### config.mk
export PLATFORM = sky130hd
export DESIGN_NAME = vram_arbiter
export DESIGN_NICKNAME = d
export VERILOG_FILES = /design/src/rtl/vram_arbiter.sv
export SDC_FILE = /design/constraint.sdc
export NUM_CORES = 1
export LEC_CHECK = 0
export CORE_UTILIZATION = 39
export CTS_CLUSTER_DIAMETER = 120
export DETAILED_ROUTE_END_ITERATION = 6
export PLACE_DENSITY = 0.8
export SLEW_MARGIN = 20
export SYNTH_ARGS = -nofsm -noshare
export SYNTH_HDL_FRONTEND = slang
export SYNTH_SLANG_ARGS = --single-unit
### constraint.sdc
create_clock -name clk -period 1.1 [get_ports clk]
set_input_delay 0.11 -clock clk [delete_from_list [all_inputs] [get_ports clk]]
set_output_delay 0.11 -clock clk [all_outputs]
set_load 0.01 [all_outputs]
### src/rtl/vram_arbiter.sv
// vram_arbiter: arbitrates a pixel-fetch port and a CPU port onto one synchronous VRAM.
// Optional macro VRAM_CPU_SLOT_EN reserves slot 3 of the 4-slot cycle for the CPU.
module vram_arbiter #(
  parameter int ADDR_W = 15
) (
  input  logic              clk,
  input  logic              rst,
  input  logic              line_sync,
  input  logic              pix_req,
  input  logic [ADDR_W-1:0] pix_addr,
  output logic              pix_ack,
  output logic              pix_rvalid,
  output logic [7:0]        pix_rdata,
  input  logic              cpu_req,
  input  logic              cpu_we,
  input  logic [ADDR_W-1:0] cpu_addr,
  input  logic [7:0]        cpu_wdata,
  output logic              cpu_ack,
  output logic              cpu_rvalid,
  output logic [7:0]        cpu_rdata,
  output logic [ADDR_W-1:0] mem_addr,
  output logic              mem_we,
  output logic [7:0]        mem_wdata,
  input  logic [7:0]        mem_rdata
);

  logic [1:0]        slot_r;
  logic              pix_grant_s;
  logic              cpu_grant_s;
  logic              xfer_s;
  logic              cpu_wr_s;
  logic              rd_s;
  logic [ADDR_W-1:0] mem_addr_r;
  logic              mem_we_r;
  logic [7:0]        mem_wdata_r;
  logic              tag1_v_r;
  logic              tag1_cpu_r;
  logic              tag2_v_r;
  logic              tag2_cpu_r;
  logic              pix_rvalid_r;
  logic              cpu_rvalid_r;
  logic [7:0]        pix_rdata_r;
  logic [7:0]        cpu_rdata_r;

  // Free-running slot counter, realigned to 0 by line_sync.
  always_ff @(posedge clk) begin
    if (!rst) begin
      slot_r <= 2'd0;
    end else if (line_sync) begin
      slot_r <= 2'd0;
    end else begin
      slot_r <= slot_r + 2'd1;
    end
  end

  // Grant logic: pixel first, except the CPU-reserved slot when enabled.
  always_comb begin
    pix_grant_s = 1'b0;
    cpu_grant_s = 1'b0;
    if (!rst) begin
      pix_grant_s = 1'b0;
      cpu_grant_s = 1'b0;
    end
`ifdef VRAM_CPU_SLOT_EN
    else if (slot_r == 2'd3) begin
      cpu_grant_s = cpu_req;
      pix_grant_s = pix_req & ~cpu_req;
    end
`endif
    else begin
      pix_grant_s = pix_req;
      cpu_grant_s = cpu_req & ~pix_req;
    end
  end

  assign xfer_s   = pix_grant_s | cpu_grant_s;
  assign cpu_wr_s = cpu_grant_s & cpu_we;
  assign rd_s     = xfer_s & ~cpu_wr_s;

  // VRAM command register; the address holds between transfers.
  always_ff @(posedge clk) begin
    if (!rst) begin
      mem_addr_r  <= '0;
      mem_we_r    <= 1'b0;
      mem_wdata_r <= 8'h00;
    end else begin
      mem_we_r <= cpu_wr_s;
      if (pix_grant_s) begin
        mem_addr_r <= pix_addr;
      end else if (cpu_grant_s) begin
        mem_addr_r <= cpu_addr;
      end
      if (cpu_wr_s) begin
        mem_wdata_r <= cpu_wdata;
      end
    end
  end

  // Read tag pipeline tracks owner until VRAM data is available.
  always_ff @(posedge clk) begin
    if (!rst) begin
      tag1_v_r   <= 1'b0;
      tag1_cpu_r <= 1'b0;
      tag2_v_r   <= 1'b0;
      tag2_cpu_r <= 1'b0;
    end else begin
      tag1_v_r   <= rd_s;
      tag1_cpu_r <= cpu_grant_s;
      tag2_v_r   <= tag1_v_r;
      tag2_cpu_r <= tag1_cpu_r;
    end
  end

  // Return stage: capture read data for its owner; data holds until the next return.
  always_ff @(posedge clk) begin
    if (!rst) begin
      pix_rvalid_r <= 1'b0;
      cpu_rvalid_r <= 1'b0;
      pix_rdata_r  <= 8'h00;
      cpu_rdata_r  <= 8'h00;
    end else begin
      pix_rvalid_r <= tag2_v_r & ~tag2_cpu_r;
      cpu_rvalid_r <= tag2_v_r & tag2_cpu_r;
      if (tag2_v_r && !tag2_cpu_r) begin
        pix_rdata_r <= mem_rdata;
      end
      if (tag2_v_r && tag2_cpu_r) begin
        cpu_rdata_r <= mem_rdata;
      end
    end
  end

  assign pix_ack    = pix_grant_s;
  assign cpu_ack    = cpu_grant_s;
  assign mem_addr   = mem_addr_r;
  assign mem_we     = mem_we_r;
  assign mem_wdata  = mem_wdata_r;
  assign pix_rvalid = pix_rvalid_r;
  assign cpu_rvalid = cpu_rvalid_r;
  assign pix_rdata  = pix_rdata_r;
  assign cpu_rdata  = cpu_rdata_r;

endmodule

Word-level counts from Yosys, hierarchy flattened
Index checks and enable logic that the tools add are counted.

cells by class
  multiplexer cells = 4
  bitwise gates (word level) = 9
  reductions and logical operators = 4

operator list
  cell                count
  two-way mux 15 bit  2
  bitwise AND 1 bit   5
  inverter 1 bit      3
  logical AND 1 bit   2
  two-way mux 1 bit   2
  nonzero test 2 bit  1
  zero test 1 bit     1
  bitwise OR 1 bit    1

word-level totals
  flip-flop bits (word level) = 46
  word-level logic and storage cells = 28

Logic depth before layout (Yosys ltp)
  depth after elaboration = 6
  depth in mapped cells = 5

Worst setup path before layout
No wires, ideal clock.

  path kind = reg-to-reg
  start = register tag2_cpu_r
  end = register pix_rdata_r[0], in the netlist pix_rdata[0]
  arrival = 0.799 ns
  path slack = 0.185 ns
  stages on the path, launching flop included = 5
  clock period less this slack = 0.915 ns
  cells stage by stage = dfxtp_1 -> nand2b_1 -> buf_4 -> mux2i_1 -> nor2b_1

on the way
  cells in the longest elaborated chain, start to end = 2

ends and longest elaborated chain
  what                    RTL line  source
  from (decl)             39        logic tag2_cpu_r;
  from (signal assigned)  110       tag2_cpu_r <= tag1_cpu_r;
  zero test 1 bit         124       if (tag2_v_r && !tag2_cpu_r) begin
  logical AND 1 bit       124
  to (signal assigned)    125       pix_rdata_r <= mem_rdata;
  to (decl)               42        logic [7:0] pix_rdata_r;

No other way between the ends.
A chain may end at the register's enable or synchronous reset.

Worst setup path in the final report
  start = input cpu_req
  end = output cpu_ack

on the way
  cells in the longest elaborated chain, start to end = 2

ends and longest elaborated chain
  what               RTL line  source
  from (decl)        14        input logic cpu_req,
  bitwise AND 1 bit  72        cpu_grant_s = cpu_req & ~pix_req;
  two-way mux 1 bit  60        if (!rst) begin
  to (decl)          18        output logic cpu_ack,

No other way between the ends.

==> results.tsv <==
stage	metric	value	unit
cts	clk_path_buf_depth	2	
timing	clock_skew	3.82	ps
floorplan	core	4440	um2
timing	fin_crit	1070	ps
detailed_routing	post_drt_wl_per_cell	13.1	um
place	dpl_cell_area	2810	um2
cts	cts_tree	yes	
detailed_routing	via_per_inst	4.81	
worst_setup_path	r2r_start	tag2_cpu_r	
detailed_routing	drcViolationCount	12	
timing	fin_ws	26.0	ps
power	power_density	1230	nW/um2
floorplan	start_util	41.2	%
worst_setup_path	ff2ff_path_depth	4	
floorplan	io_pins	96	
yosys	syn_inst	185	
yosys	synth_edf_count	0	
place	dp_hpwl	3.07	mm
detailed_routing	drt-pass1-iter-count	6	
detailed_routing	wl	4.36	mm
power	p_leak	1.39	nW
timing	hold_violations	0	
yosys	synth_xor_xnor_area_share	0	%
worst_setup_path	crit_fanout	2	
floorplan	die-width	70.5	um
yosys	netlist_area	1830	um2
grt	first_global_vias	1550	
final_layout	antennaDiodeCount	0	
cts	cts_hold_buf	0	
place	numPortBuffers	94	
timing	maxSlewHeadroom	81.8	%
worst_setup_path	start_kind	primary input	
yosys	synth_top_family_by_area	compound AO/OA/AOI/OAI gates	
timing	rsz0062_at_grt	false	
min_path	hold_path_class	primary input to flip-flop	
yosys	synthMuxAreaShare	12.6	%
run	maxCapViolations	0	
timing	setup_viol	0	
place	pre_cts_ws	-432	ps
timing	max_freq	0.931	GHz
place	gp_congestion	0.778	
detailed_routing	drt-initial-drc-count	56	
cts	root_buffer	clkbuf_8	
grt	track_usage	18.3	%
yosys	synth_compound_area_share	15.7	%
yosys	ys_seq_area_share	50.3	%
min_path	hold_end	mem_addr[14]	
power	irDropWorstVdd	0.000795	V
grt	grt_pass1_wl	6.96	mm
floorplan	die-area	4970	um2
grt	grt_antenna_before_repair	0	
grt	grt-ovfl-total	0	
grt	grt_max_degree	42	
yosys	postSynthAreaPerCell	9.89	um2
floorplan	dieHeight	70.5	um
worst_setup_path	regToRegEndpoint	pix_rdata[0]	
cts	cts_buffers	5	
min_path	hp-start	rst	
yosys	async_reset_ff_share	0	%
min_path	min_delay_path_depth	4	
cts	cts_num_sinks	46	
final_layout	final_nets	333	
cts	ctsHtreeMaxLevel	2	
yosys	synthAdderAreaFrac	0	%
yosys	syn_nets	237	
yosys	yosysWarningCount	0	
run_status	violations	design-rule violations	
floorplan	core.rowCount	24	
final_layout	design_area	2910	um2
timing	worstMarginPinSlew	273	ps
timing	fin_crit_sh	97.6	%
yosys	synth.distinct_cells	22	
final_layout	multi_input_area	821	um2
cts	clk_latency	300	ps
worst_setup_path	worst_ep_required_time	990	ps
detailed_routing	vias	1608	
yosys	ys_seq_elements	46	
cts	path_clk_slew	80	ps
timing	slew_violations	0	
worst_setup_path	critical_path_class	primary input to output pin	
final_layout	seqCellArea	921	um2
cts	cts_setup_buffers	0	
run_status	status	finished with violations	
final_layout	n_fill_cell	380	
final_layout	drive_gt1_share	11.3	%
worst_setup_path	cp_data_arrival_time	960	ps
yosys	yosys.area_share.simple	15.3	%
yosys	synth_flop_cell	dfxtp_1	
worst_setup_path	end_kind	output pin	
final_layout	syn2layout_area_growth	58.8	%
worst_setup_path	rrSetupSlack	130	ps
detailed_routing	ant_nets	0	
-- cell type report --
cell class                 instances  area share (%)
clock buffer                       5            2.37
timing repair buffer             103            33.9
multi-input combinational        124            28.3
inverter                           1           0.129
clock inverter                     3            1.38
sequential                        46            31.7
tap                               52            2.24
-- cells by family after synthesis --
group                  count (synthesis)
AO/OA/AOI/OAI                         47
buffers and inverters                 16
flip-flops                            46
multiplexers                          23
AND/OR/NAND/NOR                       53
-- flip-flops by register name (all words and copies together), names as in the netlist, 8 cells and up --
register   count
cpu_rdata      8
mem_addr      15
pix_rdata      8
mem_wdata      8
-- repair_timing --
| action | 4_1_cts | 5_1_grt |
|---|---|---|
| gates cloned | 0 | 1 |
| pin swaps | 1 | 0 |
| gates resized for setup | 52 | 5 |
| endpoints found under the setup margin | 52 | 13 |
-- where the power goes --
part | switching, W | internal [W]
sequential | 0.0000329 | 0.00174
combinational | 0.000234 | 0.000340
clock | 0.000553 | 0.000668
-- layout by cell type (no fill, tap or decap) --
cell / n
clkdlybuf4s50_1: 48
dfxtp_1: 46
dlygate4sd2_1: 42
mux2i_1: 23
nand2_1: 17
nand3_1: 16
o21ai_0: 15
a21oi_1: 15
a21boi_0: 9
o21ai_2: 8
nor2b_1: 8
buf_4: 6
clkbuf_8: 5
and2_1: 4
and3_2: 2
nand3b_4: 2
nand2b_1: 2
clkinv_2: 2
dlymetal6s2s_1: 2
buf_12: 2
inv_1: 1
nand2_2: 1
nor2_1: 1
and3_1: 1
bufinv_16: 1
buf_2: 1
clkdlybuf4s15_2: 1
buf_6: 1
-- routing by layer --
layer / global-route usage [%] / part of all wire [%]
met5: 0 / 0
met4: 9.98 / 3.1
met3: 6.64 / 7.1
met2: 31.2 / 49
met1: 19.5 / 41
-- worst max-delay path: stages --
cell             delay [ps]
clkdlybuf4s50_1         520
and3_2                  210
buf_2                   130
-- through the flow --
stage | util [%] | hold slack [ps] | cells | total power (W) | TNS [ps]
floorplan | - | 232 | 185 | 0.00206 | 0
global placement | 63.2 | 413 | 325 | 0.00241 | -9700
detailed placement | 63.2 | 430 | 325 | 0.00242 | -10660
CTS | 64.7 | 357 | 333 | 0.00360 | 0
global route | 65.4 | 314 | 334 | 0.00375 | 0
finish | 65.4 | 302 | 334 | 0.00357 | 0
-- synthesized netlist by cell type (all sizes together), types with 2 or more instances --
| library cell | instances | area (um2) |
|---|---|---|
| dfxtp | 46 | 921 |
| mux2i | 23 | 230 |
| o21ai | 23 | 145 |
| nand2 | 18 | 67.6 |
| nand3 | 16 | 80.1 |
| a21oi | 15 | 75.1 |
| buf | 12 | 92.6 |
| a21boi | 9 | 67.6 |
| nor2b | 8 | 50.1 |
| and2 | 4 | 25.0 |
| and3 | 3 | 21.3 |
| clkbuf | 3 | 13.8 |
| nand2b | 2 | 12.5 |
-- how the worst max path moves through the flow --
stage	from	endpoint	slack (ps)	cells past startpoint
2_1_floorplan	tag2_cpu_r	pix_rdata[0]	190	4
3_3_place_gp	cpu_req	mem_wdata[3]	-390	5
3_5_place_dp	cpu_req	mem_wdata[3]	-430	5
4_1_cts	pix_req	cpu_ack	2	4
5_1_grt	cpu_req	cpu_ack	1	3
6_report	cpu_req	cpu_ack	30	3
Note: power is estimated with default switching activity, not from simulation.
